**src/rtl/bcd_counter_ctrl.sv**
```systemverilog
// bcd_counter_ctrl: sequencer for a cascaded pair of 74LS161-style counters
// (units, tens) that together form a BCD counter from 00 up to
// TENS_MAX:UNITS_MAX. It handles run, pause and single-step modes, a BCD
// preset load, and detection of the wrap back to 00. The counters share CP
// with this block, so every control output is combinational and the
// counters respond on the same edge as the command that drives them.
module bcd_counter_ctrl #(
    parameter int unsigned UNITS_MAX = 9,
    parameter int unsigned TENS_MAX  = 5
) (
    input  logic       CP,
    input  logic       CR,
    input  logic       tick_en,
    input  logic       start,
    input  logic       stop,
    input  logic       step,
    input  logic       preset_en,
    input  logic [7:0] preset_val,
    input  logic [3:0] u_Q,
    input  logic [3:0] t_Q,
    output logic       u_CRBar,
    output logic       t_CRBar,
    output logic       u_LDBar,
    output logic       t_LDBar,
    output logic       u_CTP,
    output logic       u_CTT,
    output logic       t_CTP,
    output logic       t_CTT,
    output logic [3:0] u_D,
    output logic [3:0] t_D,
    output logic       wrap,
    output logic       preset_err,
    output logic [1:0] state
);

    localparam logic [3:0] U_MAX = 4'(UNITS_MAX);
    localparam logic [3:0] T_MAX = 4'(TENS_MAX);

    typedef enum logic [1:0] {
        IDLE  = 2'd0,
        RUN   = 2'd1,
        PAUSE = 2'd2
    } state_t;

    state_t state_q;
    state_t next_state;
    logic   wrap_next;
    logic   err_next;
    logic   advance;
    logic   carry;
    logic   preset_ok;

    // Both counters are cleared directly by the controller reset.
    assign u_CRBar = ~CR;
    assign t_CRBar = ~CR;
    assign state   = state_q;

    assign preset_ok = (preset_val[3:0] <= U_MAX) && (preset_val[7:4] <= T_MAX);

    // Next-state decode and the counter controls, in priority order:
    // CR, preset, stop, start, then step/tick.
    always_comb begin
        // NOTE: every output of this block gets a default first so that no
        // path through the priority chain leaves one unassigned (no latches).
        next_state = state_q;
        wrap_next  = 1'b0;
        err_next   = 1'b0;
        advance    = 1'b0;
        carry      = 1'b0;
        u_LDBar    = 1'b1;
        t_LDBar    = 1'b1;
        u_CTP      = 1'b0;
        u_CTT      = 1'b0;
        t_CTP      = 1'b0;
        t_CTT      = 1'b0;
        u_D        = 4'd0;
        t_D        = 4'd0;

        // The unused encoding falls back to IDLE on the next edge.
        case (state_q)
            IDLE, RUN, PAUSE: next_state = state_q;
            default:          next_state = IDLE;
        endcase

        if (CR) begin
            next_state = IDLE;
        end else if (preset_en) begin
            // A preset pre-empts any advance in the same cycle and never
            // changes the mode.
            if (preset_ok) begin
                u_LDBar = 1'b0;
                t_LDBar = 1'b0;
                u_D     = preset_val[3:0];
                t_D     = preset_val[7:4];
            end else begin
                err_next = 1'b1;
            end
        end else if (stop) begin
            if (state_q == RUN) next_state = PAUSE;
        end else if (start) begin
            if (state_q != RUN) next_state = RUN;
        end else begin
            advance = (state_q == RUN) ? tick_en : step;
        end

        if (advance) begin
            // Using >= rather than == also pulls an out-of-range digit back to 0.
            if (u_Q >= U_MAX) begin
                u_LDBar = 1'b0;
                u_D     = 4'd0;
                carry   = 1'b1;
            end else begin
                u_CTP = 1'b1;
                u_CTT = 1'b1;
            end

            if (carry) begin
                if (t_Q >= T_MAX) begin
                    t_LDBar   = 1'b0;
                    t_D       = 4'd0;
                    wrap_next = 1'b1;
                end else begin
                    t_CTP = 1'b1;
                    t_CTT = 1'b1;
                end
            end
        end
    end

    // Mode register and the one-cycle wrap / preset-error pulses.
    always_ff @(posedge CP) begin
        // NOTE: registered state uses non-blocking assignments so every
        // flop samples the pre-edge values of its inputs.
        if (CR) begin
            state_q    <= IDLE;
            wrap       <= 1'b0;
            preset_err <= 1'b0;
        end else begin
            state_q    <= next_state;
            wrap       <= wrap_next;
            preset_err <= err_next;
        end
    end

endmodule
```
**config.mk**
```make
export PLATFORM = sky130hd
export DESIGN_NAME = bcd_counter_ctrl
export DESIGN_NICKNAME = d
export VERILOG_FILES = /design/src/rtl/bcd_counter_ctrl.sv
export SDC_FILE = /design/constraint.sdc
export NUM_CORES = 1
export LEC_CHECK = 0
export BUFFER_PORTS_ARGS = -buffer_cell sky130_fd_sc_hd__clkbuf_2
export CAP_MARGIN = 30
export CORE_AREA = 3 3 40 42
export DETAILED_ROUTE_END_ITERATION = 8
export DIE_AREA = 0 0 43 45
export GPL_TIMING_DRIVEN = 0
export PLACE_DENSITY = 0.69
export SYNTH_ARGS = -nofsm -noshare
export SYNTH_HDL_FRONTEND = slang
export SYNTH_SLANG_ARGS = --single-unit
```
**constraint.sdc**
```tcl
create_clock -name CP -period 2.3 [get_ports CP]
set_clock_uncertainty 0.1 [all_clocks]
set_input_delay 0.345 -clock CP [delete_from_list [all_inputs] [get_ports CP]]
set_output_delay 0.345 -clock CP [all_outputs]
set_load 0.01 [all_outputs]
```
==> results_dict.tcl, run 1 <==
set metrics [dict create \
    first_pass_iters 1 \
    fin_crit_sh 0.886 \
    yosysMostFrequentCell "and2_1" \
    stdcell_area_um2 618 \
    final_util 0.481 \
    synth.top_cell.area_share 0.215 \
    use_met1 0.0990 \
    syn_nets 70 \
    status "complete, no violations" \
    setup_tns_ps 0 \
    r2r_start "state[0]" \
    crit_type "register to output pin" \
    netSwitchingFraction 0.277 \
    antenna_found_initial 0 \
    dp_cells 101 \
    core.rowCount 13 \
    post_cts_buffers 0 \
    clockRootBuffer "clkbuf_4" \
    yosys_register_bits 4 \
    hold_violations 0 \
    path_clk_slew_ps 40 \
    wire_per_inst_um 9.02 \
    final-max-slew-violation-count 0 \
    antenna_left 0 \
    crit_required_ps 1860 \
    synth_cell_types 24 \
    place_hpwl_um 842 \
    p_sw_mw 0.0632 \
    grt_usage 0.102 \
    p_int_mw 0.165 \
    crit_path_end_kind "output pin" \
    netlist_area_um2 372 \
    core_um2 1280 \
    numPortBuffers 41 \
    combPwrFrac 0.286 \
    fp.dieW_um 43 \
    vias_per_cell 4.35 \
    first_iter_violations 0 \
    synth_common_cells "and2_1, buf_4, dfxtp_1, inv_1, nor2_1" \
    clk_latency_ps 230 \
    use_met2 0.171 \
    synth_async_sr_flop_share 0 \
    grt_max_degree 10 \
    synth_ff_type "dfxtp_1" \
    vdd_drop_max_uv 164 \
    drcViolationCount 0 \
    drv_cap 0 \
    htree_num_levels 1 \
    dp_slack_ps 419 \
    cts_hold_buf 0 \
    pwr-share-seq 0.327 \
    fin_nets 116 \
    setup_viol 0 \
    synth_edf_count 0 \
    placed_area_um2 596 \
    dieArea_um2 1940 \
    critPathLaunchType "register" \
    finalWirelength_um 938 \
    power_density_nw_per_um2 370 \
    power_leakage_nw 0.333 \
    num_vias 452 \
    cts.sinks 4 \
    synth_top_area_cell "dfxtp_1" \
    yosys_warnings 0 \
    antennaDiodeCount 0 \
    max_freq_mhz 491 \
    finalNonFillerCells 104 \
    critPathLaunch "state[0]" \
    worst_slack_ps 263 \
    gr-usage-met3 0.0717 \
    die_h_um 45 \
    min_from "CR" \
    ys_seq_area_frac 0.215 \
    layout-drive-gt1-share 0.584 \
    area_growth_pct 66.3 \
    p_clk_frac 0.387 \
    min_path_type "input port to register" \
    fill_cells 138 \
    start_util 0.289 \
    clk_path_buf_depth 2 \
    post_cts_resized 0 \
    crit_fanout 3 \
    synth_top_cells_by_area "dfxtp_1, and2_1, buf_4" \
    ioPinCount 43 \
    syn_inst 45 \
    gp_congestion 0.718 \
    top_usage_layer "met2" \
    grt_pass1_wl_um 1460 \
    cts_tree "done" \
    rsz0062_at_grt "no" \
    syn_area_per_cell_um2 8.26 \
    min_period_ps 2040 \
    grt-ovfl-total 0 \
    grt_pass1_vias 390 \
    arrival_ps 1590 \
    numCtsBuffers 3 \
]
==> cell families after synthesis <==
kind of cell / Yosys count / share of synthesized area
adders and majority gates: 2 / 0.0673
AOI/OAI and AO/OA: 8 / 0.212
buffers and inverters: 8 / 0.121
and+or+nand+nor: 21 / 0.343
other: 1 / 0.0101
muxes: 1 / 0.0303
DFF: 4 / 0.215
==> through the flow <==
stage                     hold WS [ps]  power [mW]
after CTS                          251       0.236
after floorplan                    324       0.107
after global placement             496       0.141
after global routing               270       0.248
after detailed placement           491       0.142
final                              257       0.229
==> power groups by stage <==
stage	logic, mW	registers, mW	clock network, mW
5_1_grt	0.0723	0.0750	0.100
3_3_place_gp	0.0647	0.0758	0
2_1_floorplan	0.0294	0.0773	0
3_5_place_dp	0.0658	0.0758	0
4_1_cts	0.0664	0.0747	0.0951
6_report	0.0653	0.0748	0.0884
==> layout make-up <==
type | instances | area (um^2) | share of cell area
buffer | 4 | 30.0 | 0.0486
clock buffer | 3 | 22.5 | 0.0364
multi-input combinational | 33 | 246 | 0.399
inverter | 4 | 15.0 | 0.0243
tap | 15 | 18.8 | 0.0304
timing repair buffer | 41 | 205 | 0.332
sequential | 4 | 80.1 | 0.130
==> worst max-delay path, stage by stage, from the launching register on <==
cell,delay (ps)
dfxtp_1,350
ha_1,210
mux2_2,370
nand3_1,120
nor2_1,70
buf_4,120
clkbuf_2,110
==> worst paths after layout <==
check	endpoint	slack [ps]	depth (start not counted)
worst max register to register	wrap	990	4
worst max-delay path	t_CTT	260	6
worst min-delay path	state[0]	260	2
worst min register to register	state[1]	500	2
==> cell usage in the layout (no fill, tap or decap) <==
| cell type | netlist | layout |
|---|---|---|
| nand2_1 | 1 | 1 |
| conb_1 | 1 | 1 |
| and2_1 | 7 | 7 |
| clkbuf_2 | 0 | 41 |
| inv_1 | 4 | 4 |
| o21ai_0 | 1 | 1 |
| dfxtp_1 | 4 | 4 |
| o31a_1 | 1 | 1 |
| nor2_1 | 4 | 4 |
| a211oi_1 | 1 | 1 |
| a21oi_1 | 1 | 1 |
| nor3_1 | 1 | 1 |
| a41oi_1 | 1 | 1 |
| nor4_2 | 1 | 1 |
| buf_4 | 4 | 4 |
| a2111oi_0 | 1 | 1 |
| nand3_1 | 1 | 1 |
| nor4b_1 | 1 | 1 |
| nor2b_1 | 2 | 2 |
| a2111oi_4 | 1 | 1 |
| ha_1 | 2 | 2 |
| mux2_2 | 1 | 1 |
| clkbuf_4 | 0 | 3 |
| o21a_1 | 1 | 1 |
| nand2b_1 | 2 | 2 |
| nor2b_2 | 1 | 1 |
==> per-layer routing <==
layer,up-vias,wire length [um]
met5,-,0
met4,0,0
met3,0,148
met2,27,449
met1,186,340
li1,239,-
==> flip-flops by register name (all words and copies together) (netlist names) <==
signal      cells
preset_err      1
state           2
wrap            1
Power figures use the tool's default switching activity.
==> inputs of run 2 (changes only) <==
REMOVE_ABC_BUFFERS = 1   (was unset)
SLEW_MARGIN = 25   (was unset)
==> run 2 against run 1 <==
Setup slack improved by 54 ps. Via count fell by 4.0%. Sequential power barely moved. Combinational power fell by 4.6%. Total power fell by 3.1%. Register-to-register slack improved by 20 ps. Sequential cell count did not move. Critical path depth did not move. Clock power fell by 4.8%. Cell count fell by 3.8%. Hold slack got worse by 4.2 ps. Critical endpoint is now u_LDBar. Largest power group unchanged.
==> results_dict.tcl, run 2 (synthesis results as in run 1) <==
set metrics [dict create \
    arrival_ps 1540 \
    crit_buf_inv 2 \
    cts.sinks 4 \
    min_path_type "input port to register" \
    antenna_found_initial 0 \
    wire_per_inst_um 9.34 \
    first_pass_iters 1 \
    slowest_stage "mux2_2" \
    post_cts_buffers 0 \
    fin_crit_sh 0.862 \
    grt_usage 0.107 \
    cts_tree "done" \
    grt_pass1_vias 401 \
    cts_hold_buf 0 \
    setup_viol 0 \
    ioPinCount 43 \
    crit_type "register to output pin" \
    clockRootBuffer "clkbuf_4" \
    start_util 0.289 \
    post_cts_resized 0 \
    place_hpwl_um 856 \
    finalWirelength_um 934 \
    grt_pass1_wl_um 1550 \
    area_growth_pct 58.2 \
    crit_chain "inv_1 > ha_1 > mux2_2 > nand3_1 > nor2b_1 > clkbuf_2" \
    grt_max_degree 10 \
    htree_num_levels 1 \
    path_clk_slew_ps 30 \
    setup_tns_ps 0 \
    first_iter_violations 0 \
    power_leakage_nw 0.312 \
    dieArea_um2 1940 \
    rsz0062_at_grt "no" \
    crit_required_ps 1860 \
    crit_family "multiplexers" \
    die_h_um 45 \
    final-max-slew-violation-count 0 \
    numPortBuffers 41 \
    crit_path_end_kind "output pin" \
    drv_cap 0 \
    crit_fanout 3 \
    numCtsBuffers 3 \
    clk_latency_ps 230 \
    hold_violations 0 \
    dp_cells 97 \
    max_freq_mhz 504 \
    status "complete, no violations" \
    largest_reg_flops 2 \
    vdd_drop_max_uv 348 \
    num_vias 434 \
    antennaDiodeCount 0 \
    antenna_left 0 \
    power_density_nw_per_um2 376 \
    min_period_ps 1980 \
    gp_congestion 0.665 \
    layout-drive-gt1-share 0.565 \
    grt-ovfl-total 0 \
    fin_nets 112 \
    clk_path_buf_depth 2 \
    fp.dieW_um 43 \
    crit_path_max_incr_delay_ps 370 \
    vias_per_cell 4.34 \
    core.rowCount 13 \
    critPathLaunchType "register" \
    whs_ps 253 \
    core_um2 1280 \
    layout_common_cells "clkbuf_2, and2_1, inv_1, nor2_1, dfxtp_1" \
    drcViolationCount 0 \
    finalNonFillerCells 100 \
    layout_commonest_cell "clkbuf_2" \
]
-- run 2: layer usage --
layer / global-route usage / part of all wire / vias to the layer above
met1: 0.106 / 0.36 / 172
met3: 0.0757 / 0.18 / 0
li1: - / - / 233
met4: 0.0181 / 0 / 0
met5: 0 / 0 / -
met2: 0.186 / 0.46 / 29
-- run 2: final cells by class --
| cell class | instances | area, um^2 |
|---|---|---|
| fill | 133 | 697 |
| multi-input combinational | 33 | 246 |
| timing repair buffer | 41 | 205 |
| sequential | 4 | 80.1 |
| clock buffer | 3 | 22.5 |
| tap | 15 | 18.8 |
| inverter | 4 | 15.0 |
-- run 2: report_power, final --
part | total, mW | leakage, nW | switching, mW | internal [mW]
registers | 0.0748 | 0.0328 | 0.00172 | 0.0731
clock network | 0.0842 | 0.0138 | 0.0260 | 0.0582
logic | 0.0623 | 0.266 | 0.0310 | 0.0314
-- run 2: worst paths after layout --
kind | cells past startpoint | from | slack, ps | endpoint
hold / removal | 2 | CR | 250 | state[0]
setup reg to reg | 5 | state[1] | 1010 | wrap
hold reg to reg | 2 | state[1] | 490 | state[1]
setup / recovery | 6 | state[1] | 320 | u_LDBar
-- run 2: metrics by stage --
| step | area (um^2) | total power, mW | setup WS, ps | util |
|---|---|---|---|---|
| 2_1_floorplan | 342 | 0.104 | 581 | - |
| 3_3_place_gp | 566 | 0.138 | 421 | 0.440 |
| 3_5_place_dp | 566 | 0.139 | 393 | 0.440 |
| 4_1_cts | 588 | 0.228 | 291 | 0.458 |
| 5_1_grt | 588 | 0.242 | 154 | 0.458 |
| 6_report | 588 | 0.221 | 317 | 0.458 |
==> inputs of run 3 (changes only) <==
PLACE_DENSITY = 0.77   (was 0.69)
==> run 3 against run 2 <==
Count of clock-buffer cells in the layout did not move. Critical path type unchanged. Critical endpoint unchanged. Design area unchanged. Hold slack improved by 8.8 ps. Critical path depth decreased by 1. Non-clock buffer count is the same. Largest power group unchanged. Wire length up 9.7%.
==> results_dict.tcl, run 3 (synthesis results as in run 1) <==
set metrics [dict create \
    status "complete, no violations" \
    crit_fanout 3 \
    dieArea_um2 1940 \
    arrival_ps 1560 \
    layout_common_cells "clkbuf_2, and2_1, inv_1, nor2_1, dfxtp_1" \
    core.rowCount 13 \
    r2r_end "wrap" \
    grt_usage 0.115 \
    antenna_left 0 \
    numPortBuffers 41 \
    layout-drive-gt1-share 0.565 \
    place_hpwl_um 957 \
    clk_path_buf_depth 2 \
    multiInputGateArea_um2 246 \
    vias_per_cell 4.32 \
    fin_crit_sh 0.870 \
    crit_path_end_kind "output pin" \
    reg2reg_depth 4 \
    critPathLaunchType "register" \
    cts.sinks 4 \
    rsz0062_at_grt "no" \
    power_density_nw_per_um2 375 \
    die_h_um 45 \
    grt_pass1_vias 416 \
    max_freq_mhz 500 \
    drcViolationCount 0 \
    layout_commonest_cell "clkbuf_2" \
    post_cts_buffers 0 \
    power_leakage_nw 0.312 \
    ff2ff_setup_slack_ps 980 \
    min_period_ps 2000 \
    path_clk_slew_ps 30 \
    final-max-slew-violation-count 0 \
    clk_latency_ps 230 \
    seq_area_um2 80.1 \
    cts_tree "done" \
    core_um2 1280 \
    hold_path_depth 2 \
    fp.dieW_um 43 \
    setup_tns_ps 0 \
    start_util 0.289 \
    largest_reg_flops 2 \
    grt_pass1_wl_um 1740 \
    antenna_found_initial 0 \
    fill_cells 136 \
    setup_viol 0 \
    antennaDiodeCount 0 \
    cts_hold_buf 0 \
    hold_violations 0 \
    dp_slack_ps 405 \
    grt_max_degree 10 \
    area_growth_pct 58.2 \
    holdPathEnd "state[0]" \
    crit_required_ps 1860 \
    clockRootBuffer "clkbuf_4" \
    wire_per_inst_um 10.3 \
    grt-ovfl-total 0 \
    vdd_drop_max_uv 140 \
    post_cts_resized 0 \
    first_pass_iters 1 \
    htree_num_levels 1 \
    num_vias 432 \
    min_path_type "input port to register" \
    numCtsBuffers 3 \
    worst_slack_ps 300 \
    gp_congestion 0.714 \
    first_iter_violations 0 \
    ioPinCount 43 \
    r2r_start "state[0]" \
    drv_cap 0 \
    finalWirelength_um 1030 \
    min_from "CR" \
    crit_type "register to output pin" \
    fin_nets 112 \
]
## run 3: worst max-delay path by stage
| stage | endpoint | cells after the start | startpoint | slack [ps] |
|---|---|---|---|---|
| after global placement | u_D[0] | 5 | preset_val[1] | 430 |
| after CTS | u_LDBar | 5 | state[0] | 280 |
| after global routing | u_LDBar | 5 | state[0] | 190 |
| after detailed placement | t_D[1] | 5 | preset_val[1] | 410 |
| after floorplan | t_CTP | 5 | state[1] | 580 |
| final | u_LDBar | 5 | state[0] | 300 |
## run 3: cell type report
cell class,count,area share
inverter,4,0.0255
multi-input combinational,33,0.419
timing repair buffer,41,0.349
tap,15,0.0319
clock buffer,3,0.0383
sequential,4,0.136
## run 3: critical path, cell delays in order, from the launching register on
cell and delay (ps):
dfxtp_1 340, ha_1 220, mux2_2 370, nand3_1 120
nor2b_1 140, clkbuf_2 140
## run 3: stage by stage
step / hold WS, ps / area [um^2] / util / instances / power [mW]
2_1_floorplan: 324 / 342 / - / 41 / 0.104
3_3_place_gp: 482 / 566 / 0.440 / 97 / 0.138
3_5_place_dp: 497 / 566 / 0.440 / 97 / 0.140
4_1_cts: 253 / 588 / 0.458 / 100 / 0.227
5_1_grt: 267 / 588 / 0.458 / 100 / 0.243
6_report: 262 / 588 / 0.458 / 100 / 0.221
## run 3: layer usage
metal,GRT usage,vias up,routed length (um)
li1,-,233,-
met1,0.130,181,379
met2,0.216,18,559
met3,0.0239,0,86
met4,0.0361,0,0
met5,0,-,0
## run 3: power by group
group / internal (mW) / switching, mW
combinational: 0.0315 / 0.0317
sequential: 0.0731 / 0.00183
clock: 0.0581 / 0.0246
total: 0.163 / 0.0581
